==> config.mk <==
export PLATFORM = sky130hd
export DESIGN_NAME = mem_order_queue
export DESIGN_NICKNAME = d
export VERILOG_FILES = /design/src/rtl/mem_order_queue_pkg.sv /design/src/rtl/mem_order_queue_pick.sv /design/src/rtl/mem_order_queue.sv
export SDC_FILE = /design/constraint.sdc
export NUM_CORES = 1
export LEC_CHECK = 0
export ABC_AREA = 1
export ABC_CLOCK_PERIOD_IN_PS = 3100
export CAP_MARGIN = 15
export CELL_PAD_IN_SITES_DETAIL_PLACEMENT = 1
export CELL_PAD_IN_SITES_GLOBAL_PLACEMENT = 1
export CORE_AREA = 5 5 175 93
export CTS_CLUSTER_DIAMETER = 30
export DETAILED_ROUTE_END_ITERATION = 16
export DIE_AREA = 0 0 180 98
export GPL_ROUTABILITY_DRIVEN = 0
export PLACE_DENSITY_LB_ADDON = 0.05
export SYNTH_ARGS = -nofsm -noshare
export SYNTH_HDL_FRONTEND = slang
export SYNTH_SLANG_ARGS = --single-unit
export TNS_END_PERCENT = 5
==> constraint.sdc <==
create_clock -name clk -period 3.1 [get_ports clk]
set_input_delay 0.465 -clock clk [delete_from_list [all_inputs] [get_ports clk]]
set_output_delay 0.465 -clock clk [all_outputs]
set_load 0.02 [all_outputs]
==> src/rtl/mem_order_queue_pkg.sv <==
// Shared helpers for the memory-ordering queue: store-ness decode, address
// slicing and the "no selection" index constant.
package mem_order_pkg;

    localparam int unsigned NO_IDX = 0;

    // Stations at or above n_ld are store stations.
    function automatic logic is_store(input int unsigned idx, input int unsigned n_ld);
        return idx >= n_ld;
    endfunction

    // Bit offset of station s inside the packed address bus.
    function automatic int unsigned addr_lsb(input int unsigned s, input int unsigned addr_w);
        return s * addr_w;
    endfunction

endpackage

==> src/rtl/mem_order_queue_pick.sv <==
// Oldest-eligible selection with address-hazard check against all older entries.
// Optional MEM_ORDER_LDLD_BYPASS_EN lets loads pass older loads unconditionally.
module mem_order_pick
    import mem_order_pkg::*;
#(
    parameter int N_LD   = 3,
    parameter int N_ST   = 2,
    parameter int ADDR_W = 64,
    parameter int DEPTH  = N_LD + N_ST,
    parameter int IDX_W  = $clog2(N_LD + N_ST),
    parameter int CNT_W  = $clog2(DEPTH + 1),
    parameter int POS_W  = (DEPTH > 1) ? $clog2(DEPTH) : 1
) (
    input  logic [DEPTH*IDX_W-1:0]           q_flat,
    input  logic [CNT_W-1:0]                 count,
    input  logic [N_LD+N_ST-1:0]             addr_ready,
    input  logic [(N_LD+N_ST)*ADDR_W-1:0]    addr_bus,
    output logic                             sel_valid,
    output logic [POS_W-1:0]                 sel_pos,
    output logic [IDX_W-1:0]                 sel_idx
);

    localparam int N_TOT = N_LD + N_ST;

    logic [DEPTH-1:0]  e_rdy;
    logic [DEPTH-1:0]  e_ld;
    logic [ADDR_W-1:0] e_addr [DEPTH];
    logic [IDX_W-1:0]  qk;

    // Per-entry view of the station it refers to; out-of-range indices look not-ready.
    always_comb begin
        qk = '0;
        for (int k = 0; k < DEPTH; k++) begin
            qk        = q_flat[k*IDX_W +: IDX_W];
            e_rdy[k]  = 1'b0;
            e_addr[k] = '0;
            if (32'(qk) < N_TOT) begin
                e_rdy[k]  = addr_ready[qk];
                e_addr[k] = addr_bus[addr_lsb(32'(qk), ADDR_W) +: ADDR_W];
            end
            e_ld[k] = !is_store(32'(qk), N_LD);
        end
    end

    logic ok;
    logic haz;

    always_comb begin
        sel_valid = 1'b0;
        sel_pos   = '0;
        sel_idx   = IDX_W'(NO_IDX);
        ok        = 1'b0;
        haz       = 1'b0;
        for (int i = 0; i < DEPTH; i++) begin
            ok = (CNT_W'(i) < count) && e_rdy[i];
            for (int j = 0; j < i; j++) begin
                haz = !e_rdy[j] || (e_addr[j] == e_addr[i]);
`ifdef MEM_ORDER_LDLD_BYPASS_EN
                if (e_ld[i] && e_ld[j])
                    haz = 1'b0;
`endif
                if (haz)
                    ok = 1'b0;
            end
            if (ok && !sel_valid) begin
                sel_valid = 1'b1;
                sel_pos   = POS_W'(i);
                sel_idx   = q_flat[i*IDX_W +: IDX_W];
            end
        end
    end

endmodule

==> src/rtl/mem_order_queue.sv <==
// Age-ordered load/store queue: append at tail, remove the selected entry on fire.
// Build option MEM_ORDER_LDLD_BYPASS_EN is honoured inside mem_order_pick.
module mem_order_queue
    import mem_order_pkg::*;
#(
    parameter int N_LD   = 3,
    parameter int N_ST   = 2,
    parameter int ADDR_W = 64,
    parameter int DEPTH  = N_LD + N_ST,
    parameter int IDX_W  = $clog2(N_LD + N_ST)
) (
    input  logic                            clk,
    input  logic                            rst,
    input  logic                            flush,
    input  logic                            alloc_valid,
    input  logic [IDX_W-1:0]                alloc_idx,
    input  logic [N_LD+N_ST-1:0]            addr_ready,
    input  logic [(N_LD+N_ST)*ADDR_W-1:0]   addr_bus,
    output logic                            mem_valid,
    output logic [IDX_W-1:0]                mem_idx,
    output logic                            mem_is_store,
    input  logic                            mem_ready,
    output logic [$clog2(DEPTH+1)-1:0]      count,
    output logic                            full,
    output logic                            empty,
    output logic                            err_overflow
);

    localparam int CNT_W = $clog2(DEPTH + 1);
    localparam int POS_W = (DEPTH > 1) ? $clog2(DEPTH) : 1;

    logic [IDX_W-1:0]       q   [DEPTH];
    logic [IDX_W-1:0]       q_n [DEPTH];
    logic [DEPTH*IDX_W-1:0] q_flat;
    logic [CNT_W-1:0]       cnt, cnt_n;
    logic                   err;

    logic                   sel_valid;
    logic [POS_W-1:0]       sel_pos;
    logic [IDX_W-1:0]       sel_idx;
    logic                   fire;
    logic                   alloc_ok;
    logic [CNT_W-1:0]       wpos;

    always_comb begin
        for (int k = 0; k < DEPTH; k++)
            q_flat[k*IDX_W +: IDX_W] = q[k];
    end

    mem_order_pick #(
        .N_LD(N_LD), .N_ST(N_ST), .ADDR_W(ADDR_W), .DEPTH(DEPTH),
        .IDX_W(IDX_W), .CNT_W(CNT_W), .POS_W(POS_W)
    ) u_pick (
        .q_flat(q_flat), .count(cnt), .addr_ready(addr_ready), .addr_bus(addr_bus),
        .sel_valid(sel_valid), .sel_pos(sel_pos), .sel_idx(sel_idx)
    );

    // Valid/ready: a transfer happens on any cycle with mem_valid && mem_ready;
    // mem_valid is purely combinational from queue state and address inputs.
    assign fire     = sel_valid && mem_ready;
    assign full     = (cnt == CNT_W'(DEPTH));
    assign empty    = (cnt == '0);
    assign alloc_ok = alloc_valid && (!full || fire);
    assign wpos     = fire ? cnt - CNT_W'(1) : cnt;

    always_comb begin
        for (int k = 0; k < DEPTH; k++) begin
            q_n[k] = q[k];
            if (fire && k < DEPTH - 1 && POS_W'(k) >= sel_pos)
                q_n[k] = q[k+1];
            if (alloc_ok && wpos == CNT_W'(k))
                q_n[k] = alloc_idx;
        end
    end

    always_comb begin
        unique case ({alloc_ok, fire})
            2'b10:   cnt_n = cnt + CNT_W'(1);
            2'b01:   cnt_n = cnt - CNT_W'(1);
            default: cnt_n = cnt;
        endcase
    end

    always_ff @(posedge clk or posedge rst) begin
        if (rst) begin
            cnt <= '0;
            err <= 1'b0;
            for (int k = 0; k < DEPTH; k++)
                q[k] <= '0;
        end else if (flush) begin
            cnt <= '0;
            for (int k = 0; k < DEPTH; k++)
                q[k] <= '0;
        end else begin
            cnt <= cnt_n;
            q   <= q_n;
            if (alloc_valid && full && !fire)
                err <= 1'b1;
        end
    end

    assign mem_valid    = sel_valid;
    assign mem_idx      = sel_idx;
    assign mem_is_store = sel_valid && is_store(32'(sel_idx), N_LD);
    assign count        = cnt;
    assign err_overflow = err;

`ifndef SYNTHESIS
    logic dup;
    always_comb begin
        dup = 1'b0;
        for (int k = 0; k < DEPTH; k++)
            if (CNT_W'(k) < cnt && q[k] == alloc_idx && !(fire && POS_W'(k) == sel_pos))
                dup = 1'b1;
    end

    a_no_dup_alloc: assert property (@(posedge clk) disable iff (rst)
        !(alloc_ok && !flush && dup));
`endif

endmodule

==> impl_metrics.py, run 1 <==
metrics = {
    "status": {
        "outcome": "finished, final reports clean",
    },
    "detailed_routing": {
        "via_per_inst": 3.09,
        "drc": 0,
        "finalWirelength_um": 5800,
        "drt_pre_antenna_iters": 4,
        "via_count": 1344,
        "detail_route.wl_per_cell_um": 13.3,
        "drt_iter0_markers": 42,
        "drt.antenna.violating_nets": 0,
    },
    "synth": {
        "syn_area_sq_um": 1410,
        "ys_ff_latch": 19,
        "synth-warning-count": 0,
        "ys_types": 25,
        "synth_cells": 202,
        "synth_nets": 539,
        "seq_total_area_yosys_pct": 33.7,
        "postSynthAreaPerCell_sq_um": 6.99,
    },
    "worst_setup_path": {
        "critical_path_arrival_ns": 2.42,
        "reg2reg_setup_slack_ns": 0.86,
        "r2r-start": "count[0]$_DFFE_PP0P_",
        "worstSetupPathType": "in -> out",
        "rr_worst_depth": 11,
        "worstSetupStartpointType": "primary input",
        "required_ns": 2.63,
        "path_max_fanout": 5,
        "worst_r2r_endpoint": "q[6]$_DFFE_PP0P_",
        "worst_setup_path_end_kind": "output port",
    },
    "floorplanning": {
        "initial_utilization_pct": 9.55,
        "die_w_um": 180,
        "floorplan.die_area_sq_um": 17600,
        "chip_height_um": 98,
        "design.portCount": 344,
        "core_sq_um": 14800,
        "std_cell_rows": 32,
    },
    "clocking": {
        "cts_tree": "built",
        "cts_bufs_inserted": 3,
        "clockRootBuffer": "sky130_fd_sc_hd__clkbuf_16",
        "clk_path_buf_depth": 2,
        "clk-insertion-delay-late_ns": 0.26,
        "total_setup_buffers_inserted_after_cts": 0,
        "cts.hold.buffers_added": 0,
        "clk_transition_reported_paths_ns": 0.06,
        "h_tree_depth": 1,
        "cts_repair_resize_count": 0,
        "tritoncts_sink_count": 19,
    },
    "timing": {
        "final_max_slew_viol_count": 0,
        "tns_ns": 0,
        "tightest_slew_ns": 0.439,
        "max_clock_freq_mhz": 347,
        "relSlewSlack_pct": 70.7,
        "period_minus_slack_ns": 2.89,
        "setup_viol": 0,
        "fin_worst_hold_slack_ns": 0.488,
        "fin_crit_sh_pct": 93.1,
        "clock_skew_ns": 0.00540,
        "rsz_0062_raised_after_global_routing": "no",
        "final_hold_viol_count": 0,
    },
    "power_and_ir_drop": {
        "leakage_nw": 0.926,
        "power.share.combinational_pct": 59.6,
        "max-vdd-ir-drop_mv": 0.169,
        "power.share.clock_pct": 17.9,
        "swShare_pct": 49.9,
        "power.sequential.fraction_pct": 22.4,
        "internal-power_mw": 0.813,
        "power_switching_mw": 0.810,
        "powerDensity_nw_per_um2": 816,
    },
    "run": {
        "drv.max_cap_violation_count": 0,
    },
    "hold_path": {
        "holdCritPathClass": "reg -> reg",
        "whs_path_depth": 1,
        "whs_endpoint": "err_overflow$_DFFE_PP0P_",
        "startpoint_of_the_worst_hold_path": "err_overflow$_DFFE_PP0P_",
    },
    "global_route": {
        "gr-usage-all-layers_pct": 6.72,
        "grt_overflow_total": 0,
        "grt_first_pass_wirelength_um": 8890,
        "number_of_global_route_vias_before_repair": 1386,
        "initial_antenna_violation_count": 0,
        "grt_start_max_net_pins": 20,
    },
    "cells_and_area": {
        "final-instance-count-excl-fill": 435,
        "synthesis_to_layout_area_growth_pct": 40.8,
        "final_cell_mix": "84 x sky130_fd_sc_hd__nand2_1, 27 x sky130_fd_sc_hd__nand3_1, 23 x sky130_fd_sc_hd__clkdlybuf4s50_1",
        "final_common_cell": "sky130_fd_sc_hd__nand2_1",
        "layout-drive-gt1-share_pct": 12.6,
        "layout.area.seq_sq_um": 475,
        "multiInputGateArea_sq_um": 842,
        "final_util_pct": 13.4,
        "final.fill_count": 1797,
        "finalNetCount": 569,
        "insertedDiodeCount": 0,
    },
    "placement": {
        "placed_cells_incl_taps": 431,
        "portBuffers": 23,
        "detailed_place_hpwl_um": 4720,
    },
}
==> final cells by class <==
| class | instances | share of cell area (%) |
|---|---|---|
| Multi-Input combinational cell | 162 | 42.4 |
| Inverter | 18 | 3.40 |
| Timing Repair Buffer | 28 | 13.5 |
| Sequential cell | 19 | 23.9 |
| Clock buffer | 4 | 3.97 |
| Tap cell | 204 | 12.8 |
==> sequential cells by signal (all words and copies together) (netlist names) <==
signal and cells:
q 15, count 3, err_overflow 1
==> routing by layer <==
| layer | GRT usage, % | vias up | part of all wire [%] |
|---|---|---|---|
| met4 | 0.527 | 0 | 0.33 |
| met5 | 0 | - | 0 |
| met1 | 11.4 | 617 | 62 |
| met3 | 2.53 | 2 | 3.6 |
| met2 | 7.78 | 11 | 34 |
| li1 | - | 714 | - |
==> critical path, cell delays in order <==
cell and delay, ns:
sky130_fd_sc_hd__clkdlybuf4s50_1 0.46, sky130_fd_sc_hd__inv_1 0.04, sky130_fd_sc_hd__nand2_1 0.05, sky130_fd_sc_hd__nand3_1 0.15, sky130_fd_sc_hd__nand2_1 0.10, sky130_fd_sc_hd__nand2_1 0.05
sky130_fd_sc_hd__nand2_1 0.08, sky130_fd_sc_hd__nand2_1 0.12, sky130_fd_sc_hd__nor2_1 0.15, sky130_fd_sc_hd__nand2_1 0.07, sky130_fd_sc_hd__o21ai_0 0.07, sky130_fd_sc_hd__clkdlybuf4s50_1 0.63
==> power groups by stage <==
| stage | clock [mW] | combinational (mW) | sequential, mW |
|---|---|---|---|
| after floorplan | 0 | 0.645 | 0.377 |
| after global placement | 0 | 1.02 | 0.376 |
| after detailed placement | 0 | 0.996 | 0.372 |
| after CTS | 0.314 | 1.00 | 0.369 |
| after global routing | 0.322 | 1.10 | 0.377 |
| final | 0.291 | 0.967 | 0.364 |
==> cell usage after synthesis <==
cell	n	area (sq um)
sky130_fd_sc_hd__ha_1	4	50.1
sky130_fd_sc_hd__nand4_4	1	21.3
sky130_fd_sc_hd__buf_8	1	15.0
sky130_fd_sc_hd__o21ai_0	3	15.0
sky130_fd_sc_hd__a21oi_2	3	26.3
sky130_fd_sc_hd__nor2_2	3	18.8
sky130_fd_sc_hd__a21oi_4	1	16.3
sky130_fd_sc_hd__o211ai_1	2	15.0
sky130_fd_sc_hd__clkbuf_1	1	3.75
sky130_fd_sc_hd__nand3_1	27	135
sky130_fd_sc_hd__nand4_1	6	37.5
sky130_fd_sc_hd__inv_2	1	3.75
sky130_fd_sc_hd__nand2_1	84	315
sky130_fd_sc_hd__nand2_2	6	37.5
sky130_fd_sc_hd__xnor2_1	2	17.5
sky130_fd_sc_hd__nor2_4	1	11.3
sky130_fd_sc_hd__o21bai_1	1	7.51
sky130_fd_sc_hd__dfrtp_1	19	475
sky130_fd_sc_hd__nand2_4	2	22.5
sky130_fd_sc_hd__nor2_8	1	20.0
sky130_fd_sc_hd__nand3_2	2	20.0
sky130_fd_sc_hd__inv_1	17	63.8
sky130_fd_sc_hd__nor2_1	8	30.0
sky130_fd_sc_hd__buf_4	1	7.51
sky130_fd_sc_hd__a21oi_1	5	25.0
==> worst max path at each step <==
stage	cells after the start	slack (ns)	end	from
finish	12	0.21	mem_is_store	addr_ready[3]
global route	12	0.02	mem_is_store	addr_ready[3]
CTS	12	0.17	mem_is_store	addr_ready[3]
detailed placement	12	0.18	mem_is_store	addr_ready[3]
global placement	12	0.15	mem_is_store	addr_ready[3]
floorplan	10	1.00	mem_is_store	addr_ready[3]
==> metrics by stage <==
stage | setup WS, ns | area (sq um) | power (mW)
final | 0.214 | 1990 | 1.62
after global routing | 0.0239 | 1990 | 1.79
after CTS | 0.173 | 1990 | 1.68
after detailed placement | 0.183 | 1910 | 1.37
after global placement | 0.153 | 1910 | 1.39
after floorplan | 1.00 | 1410 | 1.02
==> kinds of logic (layout without fill, tap and decap cells) <==
family	after synthesis	in the layout	synth area share, %
simple gates	141	141	47.4
buf+inv	21	50	6.65
flops	19	19	33.7
compound gates	15	15	7.45
fa+ha+maj	4	4	3.55
xor+xnor	2	2	1.24
Power figures use the tool's default switching activity.
==> run 2, diff against run 1 <==
ABC_CLOCK_PERIOD_IN_PS = 3200   (was 3100)
clock period = 3.2 ns   (was 3.1 ns; I/O delays follow)
==> run 2 against run 1 <==
  * Register-to-register slack better by 0.08 ns
  * Flip-flop and latch count stayed put
  * Sequential power is 3% lower
  * Final cell count unchanged
  * Total power shrank 2.5%
  * Critical path depth did not move
  * Worst setup slack better by 0.071 ns
  * Critical path type unchanged
  * Largest power group unchanged
==> impl_metrics.py, run 2 (same netlist as run 1, synthesis figures left out) <==
metrics = {
    "timing": {
        "clock_skew_ns": 0.00168,
        "final_max_slew_viol_count": 0,
        "tns_ns": 0,
        "fin_worst_hold_slack_ns": 0.490,
        "fin_crit_sh_pct": 91.1,
        "final_hold_viol_count": 0,
        "setup_ws_ns": 0.285,
        "setup_viol": 0,
        "tightest_slew_ns": 0.437,
        "period_minus_slack_ns": 2.91,
        "relSlewSlack_pct": 70.8,
        "max_clock_freq_mhz": 343,
        "rsz_0062_raised_after_global_routing": "no",
    },
    "global_route": {
        "grt_start_max_net_pins": 20,
        "grt_first_pass_wirelength_um": 9090,
        "gr-usage-all-layers_pct": 6.85,
        "number_of_global_route_vias_before_repair": 1457,
        "initial_antenna_violation_count": 0,
        "grt_overflow_total": 0,
    },
    "placement": {
        "portBuffers": 23,
        "dp_slack_ns": 0.239,
        "placed_cells_incl_taps": 431,
        "post_dp_cell_area_sq_um": 1910,
        "detailed_place_hpwl_um": 4780,
    },
    "power_and_ir_drop": {
        "internal-power_mw": 0.788,
        "leakage_nw": 0.926,
        "power.share.clock_pct": 18.0,
        "powerDensity_nw_per_um2": 796,
        "max-vdd-ir-drop_mv": 0.223,
        "totalPowerFinal_mw": 1.58,
        "power_switching_mw": 0.794,
        "power.share.combinational_pct": 59.6,
        "power.sequential.fraction_pct": 22.4,
        "swShare_pct": 50.2,
    },
    "worst_setup_path": {
        "cp-startpoint": "addr_ready[3]",
        "required_ns": 2.72,
        "worst_setup_path_end_kind": "output port",
        "worstSetupPathType": "in -> out",
        "r2r-start": "count[0]$_DFFE_PP0P_",
        "critical_path_arrival_ns": 2.43,
        "path_max_fanout": 5,
        "worstSetupStartpointType": "primary input",
    },
    "clocking": {
        "cts_bufs_inserted": 3,
        "total_setup_buffers_inserted_after_cts": 0,
        "clk_path_buf_depth": 2,
        "clk_transition_reported_paths_ns": 0.06,
        "cts_tree": "built",
        "clockRootBuffer": "sky130_fd_sc_hd__clkbuf_16",
        "cts_repair_resize_count": 0,
        "tritoncts_sink_count": 19,
        "h_tree_depth": 1,
        "clk-insertion-delay-late_ns": 0.26,
        "cts.hold.buffers_added": 0,
    },
    "floorplanning": {
        "std_cell_rows": 32,
        "initial_utilization_pct": 9.55,
        "chip_height_um": 98,
        "core_sq_um": 14800,
        "design.portCount": 344,
        "floorplan.die_area_sq_um": 17600,
        "die_w_um": 180,
    },
    "cells_and_area": {
        "multiInputGateArea_sq_um": 842,
        "final_util_pct": 13.4,
        "final_common_cell": "sky130_fd_sc_hd__nand2_1",
        "insertedDiodeCount": 0,
        "synthesis_to_layout_area_growth_pct": 40.8,
        "final_cell_mix": "84 x sky130_fd_sc_hd__nand2_1, 27 x sky130_fd_sc_hd__nand3_1, 23 x sky130_fd_sc_hd__clkdlybuf4s50_1",
        "largest_register_ff_count": 15,
        "registers.top_by_ff_count": "q",
        "final-instance-count-excl-fill": 435,
        "final.fill_count": 1766,
        "finalNetCount": 569,
        "layout.area.seq_sq_um": 475,
        "layout-drive-gt1-share_pct": 12.6,
        "fin_area_sq_um": 1990,
    },
    "hold_path": {
        "startpoint_of_the_worst_hold_path": "err_overflow$_DFFE_PP0P_",
        "holdCritPathClass": "reg -> reg",
    },
    "detailed_routing": {
        "finalWirelength_um": 5890,
        "via_per_inst": 3.14,
        "detail_route.wl_per_cell_um": 13.5,
        "drt.antenna.violating_nets": 0,
        "drt_pre_antenna_iters": 4,
        "drc": 0,
        "via_count": 1368,
        "drt_iter0_markers": 52,
    },
    "run": {
        "drv.max_cap_violation_count": 0,
    },
    "status": {
        "outcome": "finished, final reports clean",
    },
}
==> run 2: path summary, 6_finish.rpt <==
kind	end	cells after the start	slack [ns]
max in group asynchronous	count[1]$_DFFE_PP0P_	3	2.37
hold / removal	err_overflow$_DFFE_PP0P_	1	0.49
hold reg to reg	err_overflow$_DFFE_PP0P_	1	0.49
setup / recovery	mem_is_store	12	0.29
min in group asynchronous	q[12]$_DFFE_PP0P_	3	0.56
setup reg to reg	q[4]$_DFFE_PP0P_	10	0.94
==> run 2: critical path, stage by stage <==
cell and delay [ns]:
sky130_fd_sc_hd__clkdlybuf4s50_1 0.46, sky130_fd_sc_hd__inv_1 0.04, sky130_fd_sc_hd__nand2_1 0.05, sky130_fd_sc_hd__nand3_1 0.15, sky130_fd_sc_hd__nand2_1 0.10, sky130_fd_sc_hd__nand2_1 0.05, sky130_fd_sc_hd__nand2_1 0.09, sky130_fd_sc_hd__nand2_1 0.13
sky130_fd_sc_hd__nor2_1 0.15, sky130_fd_sc_hd__nand2_1 0.06, sky130_fd_sc_hd__o21ai_0 0.06, sky130_fd_sc_hd__clkdlybuf4s50_1 0.62
==> run 2: area by class of cell <==
| type | instances | share of cell area [%] |
|---|---|---|
| Inverter | 18 | 3.40 |
| Tap cell | 204 | 12.8 |
| Multi-Input combinational cell | 162 | 42.4 |
| Clock buffer | 4 | 3.97 |
| Timing Repair Buffer | 28 | 13.5 |
| Sequential cell | 19 | 23.9 |
==> run 2: routing by layer <==
layer | global-route usage [%] | wire length (um)
met4 | 0.702 | 19
met1 | 11.1 | 3550
met5 | 0 | 0
met3 | 2.46 | 221
met2 | 8.62 | 2100
==> run 2: power by group through the flow <==
stage / sequential [mW] / clock, mW / combinational (mW)
6_report: 0.354 / 0.286 / 0.943
5_1_grt: 0.365 / 0.315 / 1.06
4_1_cts: 0.358 / 0.304 / 0.971
3_5_place_dp: 0.361 / 0 / 0.967
3_3_place_gp: 0.365 / 0 / 0.982
2_1_floorplan: 0.366 / 0 / 0.625
==> run 3, diff against run 2 <==
ABC_CLOCK_PERIOD_IN_PS = 2430   (was 3200)
clock period = 2.43 ns   (was 3.2 ns; I/O delays follow)
==> run 3 against run 2 <==
  * Highest routed layer unchanged
  * Largest power group unchanged
  * Clock power up 32%
  * Largest cell class unchanged
  * Count of clock-buffer cells in the layout is the same
  * Register-to-register slack got worse by 0.72 ns
  * Critical endpoint is now full
  * Utilization is 0.80 points higher
  * Sequential power is 30% higher
  * Total power grew 40%
==> impl_metrics.py, run 3 (same netlist as run 1, synthesis figures left out) <==
metrics = {
    "cells_and_area": {
        "synthesis_to_layout_area_growth_pct": 49.2,
        "finalNetCount": 585,
        "fin_area_sq_um": 2110,
        "insertedDiodeCount": 0,
        "multiInputGateArea_sq_um": 857,
        "layout-drive-gt1-share_pct": 19.8,
        "registers.top_by_ff_count": "q",
        "final_cell_mix": "84 x sky130_fd_sc_hd__nand2_1, 27 x sky130_fd_sc_hd__nand3_1, 23 x sky130_fd_sc_hd__buf_4",
        "layout.area.seq_sq_um": 475,
        "final.fill_count": 1782,
        "largest_register_ff_count": 15,
        "final_common_cell": "sky130_fd_sc_hd__nand2_1",
    },
    "detailed_routing": {
        "via_count": 1418,
        "drt.antenna.violating_nets": 0,
        "drt_pre_antenna_iters": 4,
        "detail_route.wl_per_cell_um": 13.4,
        "drt_iter0_markers": 66,
        "via_per_inst": 3.14,
        "finalWirelength_um": 6030,
        "drc": 0,
    },
    "power_and_ir_drop": {
        "leakage_nw": 1.01,
        "internal-power_mw": 1.14,
        "power_switching_mw": 1.08,
        "power.sequential.fraction_pct": 20.7,
        "power.share.clock_pct": 17.0,
        "swShare_pct": 48.7,
        "max-vdd-ir-drop_mv": 0.243,
        "power.share.combinational_pct": 62.4,
        "powerDensity_nw_per_um2": 1050,
    },
    "worst_setup_path": {
        "required_ns": 2.07,
        "r2r-start": "count[1]$_DFFE_PP0P_",
        "cp_slowest_cell": "sky130_fd_sc_hd__clkdlybuf4s50_1",
        "worstSetupStartpointType": "register",
        "worst_setup_path_end_kind": "output port",
        "timing.critical_path.cells": "inv_1, ha_1, nand2_1, inv_1, clkdlybuf4s50_1",
        "critical_path_arrival_ns": 1.93,
        "path_max_fanout": 5,
        "worstSetupPathType": "reg -> out",
        "cp-startpoint": "count[1]$_DFFE_PP0P_",
        "critical_path.top_delay_family": "buffers and inverters",
        "critical_path_buf_inv_count": 3,
        "critical_path.most_common_cell": "sky130_fd_sc_hd__inv_1",
        "worst_path_largest_cell_delay_ns": 0.63,
    },
    "timing": {
        "setup_viol": 0,
        "fin_crit_sh_pct": 94.4,
        "clock_skew_ns": 0.0134,
        "max_clock_freq_mhz": 436,
        "relSlewSlack_pct": 64.9,
        "final_hold_viol_count": 0,
        "tns_ns": 0,
        "final_max_slew_viol_count": 0,
        "tightest_slew_ns": 0.526,
        "period_minus_slack_ns": 2.29,
        "rsz_0062_raised_after_global_routing": "yes",
    },
    "clocking": {
        "clk_path_buf_depth": 2,
        "cts.hold.buffers_added": 0,
        "clk_transition_reported_paths_ns": 0.07,
        "h_tree_depth": 1,
        "cts_bufs_inserted": 3,
        "cts_tree": "built",
        "tritoncts_sink_count": 19,
        "clk-insertion-delay-late_ns": 0.27,
        "clockRootBuffer": "sky130_fd_sc_hd__clkbuf_16",
    },
    "global_route": {
        "gr-usage-all-layers_pct": 7.26,
        "grt.met3_usage_pct": 2.46,
        "grt_util_met1_pct": 12.1,
        "grt_overflow_total": 0,
        "initial_antenna_violation_count": 0,
        "number_of_global_route_vias_before_repair": 1552,
        "grt.busiest_layer": "met1",
        "use_met2_pct": 8.83,
        "grt_first_pass_wirelength_um": 9660,
        "grt_start_max_net_pins": 20,
    },
    "run": {
        "drv.max_cap_violation_count": 0,
    },
    "floorplanning": {
        "chip_height_um": 98,
        "std_cell_rows": 32,
        "floorplan.die_area_sq_um": 17600,
        "design.portCount": 344,
        "core_sq_um": 14800,
        "die_w_um": 180,
        "initial_utilization_pct": 9.55,
    },
    "placement": {
        "detailed_place_hpwl_um": 4950,
        "post_dp_cell_area_sq_um": 2030,
        "portBuffers": 23,
    },
    "status": {
        "outcome": "finished, final reports clean",
    },
    "hold_path": {
        "holdCritPathClass": "in -> async",
    },
}
run 3: per-stage QoR:
step	power, mW	hold slack (ns)	worst slack [ns]	std cells	utilization, %
2_1_floorplan	1.30	0.316	0.458	202	-
3_3_place_gp	1.91	0.474	-0.283	447	13.7
3_5_place_dp	1.88	0.470	-0.266	447	13.7
4_1_cts	2.27	0.476	0.00341	451	14.2
5_1_grt	2.45	0.501	-0.0118	451	14.3
6_report	2.22	0.455	0.137	451	14.3
run 3: worst paths after layout:
check / to / slack (ns) / cells past startpoint
setup / recovery: full / 0.14 / 5
hold / removal: q[4]$_DFFE_PP0P_ / 0.45 / 3
setup reg to reg: q[6]$_DFFE_PP0P_ / 0.22 / 12
hold reg to reg: q[11]$_DFFE_PP0P_ / 0.48 / 2
max in group asynchronous: q[11]$_DFFE_PP0P_ / 1.72 / 3
min in group clk: q[11]$_DFFE_PP0P_ / 0.48 / 2
run 3: repair_timing:
action	in CTS	in global routing
endpoints found under the setup margin	5	8
pin swaps	0	0
resized for setup	5	8
cloned	0	0
setup buffers	0	0
run 3: final cells by class:
type / count / area share [%]
Timing Repair Buffer: 44 / 17.6
Tap cell: 204 / 12.1
Inverter: 18 / 3.21
Clock buffer: 4 / 3.74
Sequential cell: 19 / 22.6
Multi-Input combinational cell: 162 / 40.7
run 3: per-layer routing:
layer / part of all wire (%) / vias up / routed length (um)
met5: 0 / - / 0
met4: 0.32 / 0 / 19
met3: 3.6 / 2 / 219
met2: 34 / 11 / 2070
met1: 62 / 665 / 3710
li1: - / 740 / -
run 3: power groups by stage:
stage | clock network (mW) | logic [mW] | registers, mW
5_1_grt | 0.409 | 1.56 | 0.472
2_1_floorplan | 0 | 0.823 | 0.481
6_report | 0.377 | 1.38 | 0.459
4_1_cts | 0.396 | 1.41 | 0.461
3_3_place_gp | 0 | 1.44 | 0.469
3_5_place_dp | 0 | 1.42 | 0.467
run 3: worst register-to-register path: stages, from the launching register on:
cell	delay, ns
sky130_fd_sc_hd__dfrtp_1	0.51
sky130_fd_sc_hd__inv_1	0.19
sky130_fd_sc_hd__ha_1	0.23
sky130_fd_sc_hd__xnor2_1	0.13
sky130_fd_sc_hd__inv_1	0.07
sky130_fd_sc_hd__nand4_1	0.11
sky130_fd_sc_hd__nand2_2	0.11
sky130_fd_sc_hd__nor2_8	0.28
sky130_fd_sc_hd__nand2_2	0.16
sky130_fd_sc_hd__nand2_1	0.09
sky130_fd_sc_hd__nand2_1	0.05
sky130_fd_sc_hd__nand2_1	0.12
sky130_fd_sc_hd__nand2_1	0.06
